`src/rtl/video_pkg.sv`:
```
// Shared constants and FSM state type for the video-in frame-buffer write path.
package video_pkg;

    localparam int unsigned NBPACK      = 16;
    localparam int unsigned p_WIDTH     = 640;
    localparam int unsigned p_HEIGHT    = 480;
    localparam int unsigned FRAME_WORDS = p_WIDTH * p_HEIGHT / 4;

    typedef enum logic [2:0] {
        IDLE,
        FILL,
        WRITE,
        NEXT,
        DONE
    } state_e;

endpackage

```
`src/rtl/pixel_packer.sv`:
```
// Big-endian 4x8-bit -> 32-bit packing into a one-burst buffer of NBPACK words.
module pixel_packer
    import video_pkg::*;
#(
    parameter int unsigned NBPACK = video_pkg::NBPACK
) (
    input  logic        clk,
    input  logic        rst,
    input  logic        push,
    input  logic [7:0]  pixel,
    input  logic        pop_word,
    output logic        last_byte,
    output logic        last_word,
    output logic [31:0] word
);

    localparam int unsigned WordW  = (NBPACK > 1) ? $clog2(NBPACK) : 1;
    localparam int unsigned ByteW  = WordW + 2;
    localparam int unsigned NBytes = 4 * NBPACK;

    logic [7:0]       pack_q [NBytes];
    logic [ByteW-1:0] byte_idx_q;
    logic [WordW-1:0] burst_idx_q;
    logic [ByteW-1:0] rd_base;

    assign last_byte = (byte_idx_q == ByteW'(NBytes - 1));
    assign last_word = (burst_idx_q == WordW'(NBPACK - 1));
    assign rd_base   = {burst_idx_q, 2'b00};

    // Earliest-popped pixel lands in the most significant byte.
    assign word = {pack_q[rd_base],
                   pack_q[rd_base | ByteW'(1)],
                   pack_q[rd_base | ByteW'(2)],
                   pack_q[rd_base | ByteW'(3)]};

    always_ff @(posedge clk) begin
        if (rst) begin
            byte_idx_q  <= '0;
            burst_idx_q <= '0;
        end else begin
            if (push) begin
                pack_q[byte_idx_q] <= pixel;
                byte_idx_q         <= last_byte ? '0 : byte_idx_q + ByteW'(1);
            end
            if (pop_word) begin
                burst_idx_q <= last_word ? '0 : burst_idx_q + WordW'(1);
            end
        end
    end

endmodule

```
`src/rtl/video_in_write.sv`:
```
// Video-in write path: pops FIFO pixels, packs bursts and writes them to RAM as a Wishbone master.
// Define VIDEO_IN_WRITE_FRAME_CNT_EN to add the frame_count output.
module video_in_write
    import video_pkg::*;
#(
    parameter int unsigned NBPACK   = video_pkg::NBPACK,
    parameter int unsigned p_WIDTH  = video_pkg::p_WIDTH,
    parameter int unsigned p_HEIGHT = video_pkg::p_HEIGHT
) (
    input  logic        clk,
    input  logic        RST,
    input  logic [31:0] wb_reg_data,
    input  logic [31:0] wb_reg_ctr,
    output logic        interrupt,
    output logic [31:0] p_wb_DAT_O,
    input  logic        p_wb_ACK_I,
    output logic        p_wb_STB_O,
    output logic        p_wb_CYC_O,
    output logic        p_wb_LOCK_O,
    output logic [3:0]  p_wb_SEL_O,
    output logic        p_wb_WE_O,
    output logic [31:0] p_wb_ADR_O,
    input  logic        empty,
    output logic        r_e,
`ifdef VIDEO_IN_WRITE_FRAME_CNT_EN
    output logic [15:0] frame_count,
`endif
    input  logic [7:0]  pixel_in
);

    localparam int unsigned FrameWords = p_WIDTH * p_HEIGHT / 4;

    state_e      state_q;
    logic        ctr0_q;
    logic [31:0] base_q;
    logic [16:0] word_cnt_q;
    logic [1:0]  int_cnt_q;
    logic        stb_q;
    logic        cyc_q;
    logic        interrupt_q;
    logic        arm;
    logic        pop;
    logic        ack;
    logic        last_byte;
    logic        last_word;
    logic [31:0] word;
    logic        unused_bits;

    assign unused_bits = ^{wb_reg_ctr[31:1], wb_reg_data[1:0]};

    assign arm = wb_reg_ctr[0] & ~ctr0_q;
    assign pop = (state_q == FILL) & ~empty;
    assign ack = p_wb_ACK_I & stb_q;

    assign r_e         = pop;
    assign interrupt   = interrupt_q;
    assign p_wb_STB_O  = stb_q;
    assign p_wb_CYC_O  = cyc_q;
    assign p_wb_LOCK_O = 1'b0;
    assign p_wb_SEL_O  = 4'hF;
    assign p_wb_WE_O   = 1'b1;
    // Bus address/data only driven while a word is being offered.
    assign p_wb_ADR_O  = stb_q ? base_q + {13'd0, word_cnt_q, 2'b00} : '0;
    assign p_wb_DAT_O  = stb_q ? word : '0;

    pixel_packer #(
        .NBPACK (NBPACK)
    ) u_packer (
        .clk       (clk),
        .rst       (RST),
        .push      (pop),
        .pixel     (pixel_in),
        .pop_word  (ack),
        .last_byte (last_byte),
        .last_word (last_word),
        .word      (word)
    );

`ifdef VIDEO_IN_WRITE_FRAME_CNT_EN
    logic [15:0] frame_count_q;
    assign frame_count = frame_count_q;
`endif

    always_ff @(posedge clk) begin
        // Sampled through reset so a level held across reset does not arm.
        ctr0_q <= wb_reg_ctr[0];
        if (RST) begin
            state_q     <= IDLE;
            base_q      <= '0;
            word_cnt_q  <= '0;
            int_cnt_q   <= '0;
            stb_q       <= 1'b0;
            cyc_q       <= 1'b0;
            interrupt_q <= 1'b0;
`ifdef VIDEO_IN_WRITE_FRAME_CNT_EN
            frame_count_q <= '0;
`endif
        end else begin
            unique case (state_q)
                IDLE: begin
                    base_q <= {wb_reg_data[31:2], 2'b00};
                    if (arm) begin
                        state_q <= FILL;
                    end
                end
                FILL: begin
                    if (pop && last_byte) begin
                        state_q <= WRITE;
                        stb_q   <= 1'b1;
                        cyc_q   <= 1'b1;
                    end
                end
                WRITE: begin
                    if (ack) begin
                        word_cnt_q <= word_cnt_q + 17'd1;
                        if (last_word) begin
                            stb_q   <= 1'b0;
                            cyc_q   <= 1'b0;
                            state_q <= NEXT;
                        end
                    end
                end
                NEXT: begin
                    if (word_cnt_q == 17'(FrameWords)) begin
                        state_q     <= DONE;
                        interrupt_q <= 1'b1;
                        int_cnt_q   <= '0;
`ifdef VIDEO_IN_WRITE_FRAME_CNT_EN
                        frame_count_q <= frame_count_q + 16'd1;
`endif
                    end else begin
                        state_q <= FILL;
                    end
                end
                DONE: begin
                    int_cnt_q <= int_cnt_q + 2'd1;
                    if (int_cnt_q == 2'd3) begin
                        state_q     <= IDLE;
                        interrupt_q <= 1'b0;
                        word_cnt_q  <= '0;
                    end
                end
                default: state_q <= IDLE;
            endcase
        end
    end

endmodule

```
`config.mk`:
```
export PLATFORM = sky130hd
export DESIGN_NAME = video_in_write
export DESIGN_NICKNAME = d
export VERILOG_FILES = /design/src/rtl/video_pkg.sv /design/src/rtl/pixel_packer.sv /design/src/rtl/video_in_write.sv
export SDC_FILE = /design/constraint.sdc
export NUM_CORES = 1
export LEC_CHECK = 0
export CORE_UTILIZATION = 50
export CTS_CLUSTER_DIAMETER = 60
export DETAILED_ROUTE_END_ITERATION = 7
export PLACE_DENSITY = 0.71
export SKIP_CTS_REPAIR_TIMING = 1
export SYNTH_ARGS = -nofsm -noshare
export SYNTH_HDL_FRONTEND = slang
export SYNTH_SLANG_ARGS = --single-unit
```
`constraint.sdc`:
```
create_clock -name clk -period 8.4 [get_ports clk]
set_input_delay 2.52 -clock clk [delete_from_list [all_inputs] [get_ports clk]]
set_output_delay 2.52 -clock clk [all_outputs]
set_load 0.1 [all_outputs]
```
==> metrics <==
run status=finished, violations left; violations in the final reports=DRC; Async S/R FF share, synth=0; sum of negative setup slack=0 ns; horizontal die dimension=about 220 microns; RSZ-0062 raised after global routing=no; Arr. time, crit path=approximately 4.7 ns; number of port buffers=roughly 110; type of the worst setup path=reg2out; via count of the first global-routing pass=about 13k; crit-path max cell delay=1.16 ns; Crit Path Max Fanout=5; power density of the placed cells=between 200 and 250 mW/mm^2; commonest cells after routing, fill and taps aside=sky130_fd_sc_hd__edfxtp_1, sky130_fd_sc_hd__mux4_2, sky130_fd_sc_hd__nor2_1; Hold Path Class=reg2reg; layout overhead on the synthesized area=14.6%; reg2reg end=u_packer.pack_q[22][0]$_DFFE_PP_; antenna diode count=0; max-cap violations=0; effective utilization at floorplan=0.510; max-slew violation total from the final report=0; sequential-to-total area share from yosys stat=0.702; total power after layout=a little under 6 mW; Avg Synthesized Cell Area=roughly 17 sq um; Worst R2R Path Depth=5; met1 usage in global routing=0.296; global-route track usage on met3=0.0283; setup slack, reg-to-reg=~5.4 ns; Post-Route Utilization=0.584; clk sink count=roughly 580; number of buffers created by CTS=between 50 and 60; Max Root-Sink Buffers=3; global-route wire length before repair=between 70000 and 80000 microns; period utilization=0.854; Routed wire per std cell=23.3 microns; leading cell type in the layout, fill and taps excluded=sky130_fd_sc_hd__edfxtp_1; largest net degree at the start of global routing=66; reported leakage power=around 8.4 nW; clock skew=about 0.034 ns; Fmax achieved=~0.14 GHz; nets@finish=about 1.6k; Cell Area, Synth=approximately 0.024 sq mm; total of warnings raised by yosys=0; crit path cell chain=ha_1 -> inv_1 -> fa_1 -> nand2b_1 -> a21o_1 -> a211oi_1 -> a31oi_1 -> o41ai_1 -> mux2i_1 -> clkdlybuf4s50_1; setup violators final=0; final RePlAce weighted congestion=0.826; sum of overflow across all layers after global routing=0; Via-to-Cell Ratio=about 6; post-detailed-routing wire length=50000 microns; worst slew margin relative to its limit=0.160; Crit path required time=~5.9 ns; post-synthesis instance total=roughly 1.4k; fraction of layout cells with a size suffix above 1=0.186; worst-case hold path end point=base_q[14]$_SDFFE_PP0P_; maximum level of the CTS H-tree=2; critical path buffer and inverter count=2; clock-pin slew on the worst setup and hold paths=roughly 0.06 ns; Cells on Worst Hold Path=2; number of failing hold endpoints at the final stage=0; Worst VDD drop=roughly 0.19 mV; startpoint type of the worst setup path=flop; startpoint of the worst register-to-register path=state_q[0]$_SDFFE_PP0P_; buffer type at the clock tree root=sky130_fd_sc_hd__clkbuf_16; half-perimeter wire length after detailed placement=roughly 30000 microns; sort of element at the end of the critical path=output port; number of antenna violations at the first check in global routing=0; cell with the largest stage delay on the worst path=sky130_fd_sc_hd__clkdlybuf4s50_1; row count=a little under 80; DR vias=between 10k and 15k; top-level port count=150; insertion delay of the later-clocked pin in the worst-skew pair=0.63 ns; met2 track demand over resource=0.351; Final Critical Period=about 7.2 ns; worst slew pin tran=1.26 ns; remaining antenna violation count after routing=0; global route hottest layer=met2; flop and latch count out of synthesis=around 580; count of filler cells inserted in the layout=roughly 3.5k; count of distinct cell types in the synthesized netlist=58; router iterations before antenna repair=8; area of the core=about 0.047 sq mm; Die Outline Area=0.0486 sq mm; cell family contributing the most delay on the critical path=compound AO/OA/AOI/OAI gates; beginning of the worst hold path=base_q[14]$_SDFFE_PP0P_; dominant register cell in the synthesized netlist=sky130_fd_sc_hd__edfxtp_1; CTS tree=built; DRC violations left=13; Die H=221 microns; EDFF count, synth=between 500 and 600; total routing resource utilization after global routing=0.212; post-route worst hold slack=roughly 0.46 ns; Initial DRC Count=1192
## how the worst max path moves through the flow
stage                                           from             end  slack (ns)  cells past startpoint
after floorplan                                empty             r_e        1.32                      1
after global placement    word_cnt_q[0]$_SDFFE_PP0P_  p_wb_ADR_O[22]        1.96                     10
after detailed placement  word_cnt_q[0]$_SDFFE_PP0P_  p_wb_ADR_O[22]        1.88                     10
after CTS                 word_cnt_q[0]$_SDFFE_PP0P_  p_wb_ADR_O[22]        1.20                     10
after global routing      word_cnt_q[0]$_SDFFE_PP0P_  p_wb_ADR_O[22]        0.98                     10
final                     word_cnt_q[0]$_SDFFE_PP0P_  p_wb_ADR_O[22]        1.23                     10
## worst min-delay path: cells and delay by family (launching register included)
family	cells	cell delay, ns
AOI/OAI and AO/OA	1	0.05
DFF	1	0.31
and+or+nand+nor	1	0.05
## cells in the mapped netlist (all sizes together), types with 3 or more instances
cell	n	area [sq um]
or3	10	63.8
buf	36	183
o21ai	17	85.1
or4	3	22.5
nor2b	5	31.3
a21oi	63	319
nor3b	4	30.0
nand3b	7	52.6
inv	11	41.3
nand2	103	387
nand2b	13	81.3
mux4	160	3600
xnor2	17	149
dfxtp	69	1380
nand3	21	110
nand4	13	81.3
mux2i	8	80.1
a21o	10	75.1
nor2	122	458
nor4	4	25.0
a211oi	4	30.0
edfxtp	512	15400
a31oi	5	31.3
o211ai	4	30.0
clkbuf	44	166
xor2	17	149
and2	35	219
nor3	12	60.1
and3	5	37.5
ha	22	275
## state kept, by name (all words and copies together) (netlist names), named ones only
| signal | flops |
|---|---|
| u_packer.byte_idx_q | 6 |
| state_q | 3 |
| base_q | 30 |
| u_packer.burst_idx_q | 4 |
| p_wb_CYC_O | 1 |
| u_packer.pack_q | 512 |
| int_cnt_q | 2 |
| ctr0_q | 1 |
| word_cnt_q | 17 |
| interrupt | 1 |
## cell families (layout without fill, tap and decap cells)
logic type      after synthesis  after routing  synth area share
compound gates              119            119            0.0295
xor+xnor                     34             34            0.0125
fa+ha+maj                    23             23            0.0124
buf+inv                      91            240            0.0163
flops                       581            581             0.702
mux                         168            168             0.154
other cells                   2              8          0.000314
simple gates                367            367            0.0732
## metrics by stage
step	worst slack, ns	cell area [sq um]	cells
after floorplan	1.32	23900	1391
after global placement	1.96	25500	2038
after detailed placement	1.88	25500	2038
after CTS	1.20	27400	2147
after global routing	0.975	27400	2147
final	1.23	27400	2147
## area by class of cell
type                    instances  area [sq um]  share of cell area
repair buffers                120          1140              0.0415
clock inverters                32           293              0.0107
flip-flops and latches        581         16800               0.613
clock buffers                  77          1610              0.0590
well taps                     607           759              0.0277
multi-input cells             719          6760               0.247
inverters                      11          41.3             0.00151
## routing by layer
layer,routed length (microns),part of all wire
met1,20800,0.42
met2,24900,0.50
met3,3100,0.062
met4,1160,0.023
met5,0,0
## power breakdown
| group | switching, mW | internal [mW] |
|---|---|---|
| logic | 0.0948 | 0.0355 |
| registers | 0.0117 | 3.15 |
| clock network | 1.09 | 1.45 |
| total | 1.20 | 4.64 |
Note: power is estimated with default switching activity, not from simulation.
